--- config.mk ---
export PLATFORM = sky130hd
export DESIGN_NAME = div_unit
export DESIGN_NICKNAME = d
export VERILOG_FILES = /design/src/rtl/div_unit_pkg.sv /design/src/rtl/div_unit.sv
export SDC_FILE = /design/constraint.sdc
export NUM_CORES = 1
export LEC_CHECK = 0
export CAP_MARGIN = 15
export CORE_ASPECT_RATIO = 0.8
export CORE_MARGIN = 2
export CORE_UTILIZATION = 47
export CTS_CLUSTER_DIAMETER = 30
export DETAILED_ROUTE_END_ITERATION = 7
export DONT_BUFFER_PORTS = 1
export SLEW_MARGIN = 20
export SYNTH_ARGS = -nofsm -noshare
export SYNTH_HDL_FRONTEND = slang
export SYNTH_SLANG_ARGS = --single-unit
--- constraint.sdc ---
create_clock -name clk -period 3.5 [get_ports clk]
set_input_delay 0 -clock clk [delete_from_list [all_inputs] [get_ports clk]]
set_output_delay 0 -clock clk [all_outputs]
set_load 0.02 [all_outputs]
--- src/rtl/div_unit_pkg.sv ---
// rtl/div_unit_pkg.sv - shared state encodings, handshake values and widths for div_unit
package div_unit_pkg;

    localparam int DATA_W = 32;
    localparam int RES_W  = 64;
    localparam int CNT_W  = 5;

    // Last step index; with the counter starting at 0 this is the 32nd step.
    localparam logic [CNT_W-1:0] LAST_STEP = 5'd31;

    localparam logic RESULT_READY     = 1'b1;
    localparam logic RESULT_NOT_READY = 1'b0;
    localparam logic DIV_START        = 1'b1;
    localparam logic DIV_STOP         = 1'b0;

    typedef enum logic [1:0] {
        ST_FREE   = 2'd0,
        ST_BYZERO = 2'd1,
        ST_ON     = 2'd2,
        ST_END    = 2'd3
    } div_state_e;

endpackage

--- src/rtl/div_unit.sv ---
// rtl/div_unit.sv - 32-bit multi-cycle restoring divider (signed/unsigned) for the EX stage
//
// Ports:
//   clk          clock, rising edge
//   rst          asynchronous active-low reset
//   signed_div_i 1 = signed divide, 0 = unsigned
//   opdata1_i    dividend
//   opdata2_i    divisor
//   start_i      divide request, held until ready_o
//   annul_i      cancel from pipeline flush (wins over start_i)
//   result_o     {remainder, quotient}, registered
//   ready_o      result_o valid, registered
//   stall_req_o  EX-stage stall request, combinational
module div_unit
    import div_unit_pkg::*;
(
    input  logic              clk,
    input  logic              rst,
    input  logic              signed_div_i,
    input  logic [DATA_W-1:0] opdata1_i,
    input  logic [DATA_W-1:0] opdata2_i,
    input  logic              start_i,
    input  logic              annul_i,
    output logic [RES_W-1:0]  result_o,
    output logic              ready_o,
    output logic              stall_req_o
);

    div_state_e        state_q;
    div_state_e        state_d;

    logic [DATA_W-1:0] rem_q;
    logic [DATA_W-1:0] quo_q;
    logic [DATA_W-1:0] divisor_q;
    logic              neg_quo_q;
    logic              neg_rem_q;
    logic [CNT_W-1:0]  cnt_q;

    logic              accept;
    logic [DATA_W-1:0] op1_abs;
    logic [DATA_W-1:0] op2_abs;
    logic [DATA_W:0]   step_shift;
    logic [DATA_W:0]   step_diff;
    logic [DATA_W-1:0] quo_fix;
    logic [DATA_W-1:0] rem_fix;

    assign accept = (start_i == DIV_START) && !annul_i;

    assign op1_abs = (signed_div_i && opdata1_i[DATA_W-1]) ? (~opdata1_i + 32'd1) : opdata1_i;
    assign op2_abs = (signed_div_i && opdata2_i[DATA_W-1]) ? (~opdata2_i + 32'd1) : opdata2_i;

    // Partial remainder is always below the divisor, so the shifted value
    // fits in 33 bits and bit 32 of the difference is a clean borrow flag.
    assign step_shift = {rem_q, quo_q[DATA_W-1]};
    assign step_diff  = step_shift - {1'b0, divisor_q};

    assign quo_fix = neg_quo_q ? (~quo_q + 32'd1) : quo_q;
    assign rem_fix = neg_rem_q ? (~rem_q + 32'd1) : rem_q;

    assign stall_req_o = rst & start_i & ~ready_o & ~annul_i;

    always_ff @(posedge clk or negedge rst) begin
        if (!rst) begin
            state_q <= ST_FREE;
        end else begin
            state_q <= state_d;
        end
    end

    always_comb begin
        state_d = state_q;
        case (state_q)
            ST_FREE: begin
                if (accept) begin
                    state_d = (opdata2_i == '0) ? ST_BYZERO : ST_ON;
                end
            end
            ST_BYZERO: begin
                state_d = annul_i ? ST_FREE : ST_END;
            end
            ST_ON: begin
                if (annul_i) begin
                    state_d = ST_FREE;
                end else if (cnt_q == LAST_STEP) begin
                    state_d = ST_END;
                end
            end
            ST_END: begin
                if (start_i == DIV_STOP) begin
                    state_d = ST_FREE;
                end
            end
            default: state_d = ST_FREE;
        endcase
    end

    always_ff @(posedge clk or negedge rst) begin
        if (!rst) begin
            rem_q     <= '0;
            quo_q     <= '0;
            divisor_q <= '0;
            neg_quo_q <= 1'b0;
            neg_rem_q <= 1'b0;
            cnt_q     <= '0;
            result_o  <= '0;
            ready_o   <= RESULT_NOT_READY;
        end else begin
            case (state_q)
                ST_FREE: begin
                    result_o <= '0;
                    ready_o  <= RESULT_NOT_READY;
                    if (accept) begin
                        rem_q     <= '0;
                        quo_q     <= op1_abs;
                        divisor_q <= op2_abs;
                        neg_quo_q <= signed_div_i & (opdata1_i[DATA_W-1] ^ opdata2_i[DATA_W-1]);
                        neg_rem_q <= signed_div_i & opdata1_i[DATA_W-1];
                        cnt_q     <= '0;
                    end
                end
                ST_BYZERO: begin
                    // Zero the working set so END emits an all-zero result.
                    if (!annul_i) begin
                        rem_q     <= '0;
                        quo_q     <= '0;
                        neg_quo_q <= 1'b0;
                        neg_rem_q <= 1'b0;
                    end
                end
                ST_ON: begin
                    if (!annul_i) begin
                        if (step_diff[DATA_W]) begin
                            rem_q <= step_shift[DATA_W-1:0];
                        end else begin
                            rem_q <= step_diff[DATA_W-1:0];
                        end
                        quo_q <= {quo_q[DATA_W-2:0], ~step_diff[DATA_W]};
                        cnt_q <= cnt_q + 5'd1;
                    end
                end
                ST_END: begin
                    if (start_i == DIV_START) begin
                        result_o <= {rem_fix, quo_fix};
                        ready_o  <= RESULT_READY;
                    end else begin
                        result_o <= '0;
                        ready_o  <= RESULT_NOT_READY;
                    end
                end
                default: begin
                    result_o <= '0;
                    ready_o  <= RESULT_NOT_READY;
                end
            endcase
        end
    end

endmodule

==> results.cfg <==
[run_status]
run_status = finished with violations
violations = negative hold slack

[setup_path]
path_buf_inv = 1
rrSetupSlack_ns = 0.16
end_kind = register
reg2reg_from = rem_q[6]$_DFFE_PN0P_
worst-path-max-fanout = 34
path_class = reg2reg
cpPeakStageDelay_ns = 0.66
start_kind = register
cp_data_arrival_time_ns = 3.63
cp_top_family = compound AO/OA/AOI/OAI gates
rr_worst_depth = 9
crit_chain = ha_1, o21ai_0, or4b_2, a31o_2, a211oi_2, or3_1, nand4_1, buf_12, o311ai_0
reg2reg_to = rem_q[0]$_DFFE_PN0P_
cp_slowest_cell = or4b_2
crit_required_ns = 3.80

[logic_synthesis]
syn-num-nets = 1470
synth_top_area_share = 0.375
async_reset_ff_frac = 1.00
yosysMostFrequentCell = nand2_1
yosysSeqAreaShare = 0.375
syn-cell-area_mm2 = 0.0113
ys_top_cells_by_area = dfrtp_1, o21ai_0, nand2_1
synth_edf_count = 0
synth_area_per_cell_um2 = 8.35
syn-instance-count = 1357
synth.ff_latch_count = 170
yosysWarningCount = 0
ys_types = 64
synth_area_leader_cell = dfrtp_1
ys.flop_type = dfrtp_1
synthTopCellsByCount = nand2_1, o21ai_0, dfrtp_1

[grt]
grt_pass1_vias = 9614
grt_antenna_before_repair = 1
grt_usage = 0.262
grt_pass1_wl_mm = 52.5
overflow = 0
grt_max_degree = 172

[cts]
root_buffer = clkbuf_16
numCtsBuffers = 17
cts_tree = done
post-cts-setup-buffers = 0
clockBufferDepth = 2
cts_htree_levels = 4
holdBufCountCts = 81
clkSinkCount = 170
clkLatencyLatePin_ns = 0.44
clk_pin_slew_worst_paths_ns = 0.08

[drt]
drc = 0
ant_nets = 0
vias = 10300
routed_via_density = 5.93
finalWirelength_mm = 32.5
wl_per_cell_um = 18.6
drt_iter0_drc = 864
drt_first_pass_iters = 5

[sta]
hold_viol = 170
setup_violations = 0
period_share = 0.953
finalCriticalPeriod_ns = 3.34
slew_headroom = 0.327
clock_skew_ns = 0.0156
tightest_slew_ns = 1.01
tns_ns = 0
drv_slew = 0
whs_ns = -0.747
rsz0062_at_grt = no
fmax_ghz = 0.300

[finish]
layout.nets = 1532
layout-drive-gt1-share = 0.0594
layoutNonFillerInstCount = 1744
area_delta_synth_final_pct = 16.0
n_antenna_cell = 0

[pwr]
p_leak_uw = 0.00568
peakVddDrop_uv = 636
p_per_area_mw_per_mm2 = 691

[floorplanning]
die_y_um = 143
initial_core_util = 0.482
rows = 50
core_mm2 = 0.0235
io_pins = 135
dieWidth_um = 178
die_area_mm2 = 0.0254

[run]
drv_cap = 0

[placed_design]
gp_congestion = 0.914
dpl.hpwl_mm = 23.1
place_inst = 1631
port_buffers = 0

[min_path]
hp-class = in2async
-- flip-flops by register name, summed over array words and instances, names as in the netlist --
signal,count
cnt_q,5
divisor_q,32
neg_quo_q,1
neg_rem_q,1
quo_q,32
ready_o,1
rem_q,32
result_o,64
state_q,2
-- cells by family after synthesis --
logic type / share of synthesized area
AND/OR/NAND/NOR: 0.180
adder cells (fa/ha/maj): 0.0492
multiplexers: 0.00442
XOR/XNOR: 0.111
buffers and inverters: 0.0436
AO/OA/AOI/OAI: 0.237
flip-flops: 0.375
-- metal layers --
layer	wire (µm)	global-route usage
met1	17000	0.432
met2	12600	0.348
met3	2500	0.0474
met4	340	0.0500
met5	0	0
-- per-stage QoR --
step                      total power [µW]  instance area [µm²]  setup WS (ns)  utilization  hold WS (ns)
after CTS                             9050                13100          0.134        0.559        -0.761
after global routing                  9760                13100         0.0101        0.559        -0.776
final                                 9080                13100          0.165        0.559        -0.747
after global placement                6980                11700          0.200        0.499        -0.290
after floorplan                       5910                11300          0.327            -        -0.296
after detailed placement              7030                11700          0.159        0.499        -0.291
-- placed cells by master (no fill, tap or decap), types with 22 or more instances in the layout --
cell type      count
o31ai_1           29
nor2_1            50
nand2_1          219
dlygate4sd3_1     81
a21oi_1           68
nor3_1            22
xor2_1            84
buf_4             32
o311ai_0          22
o21ai_0          190
ha_1              42
dfrtp_1          170
xnor2_1           59
nand3_1           47
inv_1             55
-- report_power, final --
part / internal [µW] / switching (µW)
clock: 974 / 933
sequential: 2470 / 694
combinational: 1470 / 2540
-- repair_timing --
| action | CTS | global route |
|---|---|---|
| endpoints found under the hold margin | 245 | 170 |
| gates resized for setup | 0 | 3 |
| setup endpoints to repair | 0 | 30 |
-- cell type report --
cell class	count	area, µm²
clock buffer	18	439
fill	2249	10400
sequential	170	4250
tap	312	390
clock inverter	14	144
timing repair buffer	116	1110
multi-input combinational	1059	6600
inverter	55	206
-- worst max path at each step --
stage,start,end,cells past startpoint
2_1_floorplan,quo_q[11]$_DFFE_PN0P_,result_o[31]$_DFFE_PN0P_,8
3_3_place_gp,quo_q[11]$_DFFE_PN0P_,result_o[31]$_DFFE_PN0P_,8
3_5_place_dp,rem_q[6]$_DFFE_PN0P_,rem_q[23]$_DFFE_PN0P_,9
4_1_cts,rem_q[6]$_DFFE_PN0P_,rem_q[23]$_DFFE_PN0P_,9
5_1_grt,rem_q[6]$_DFFE_PN0P_,rem_q[20]$_DFFE_PN0P_,9
6_report,rem_q[6]$_DFFE_PN0P_,rem_q[0]$_DFFE_PN0P_,9
Note: power is estimated with default switching activity, not from simulation.
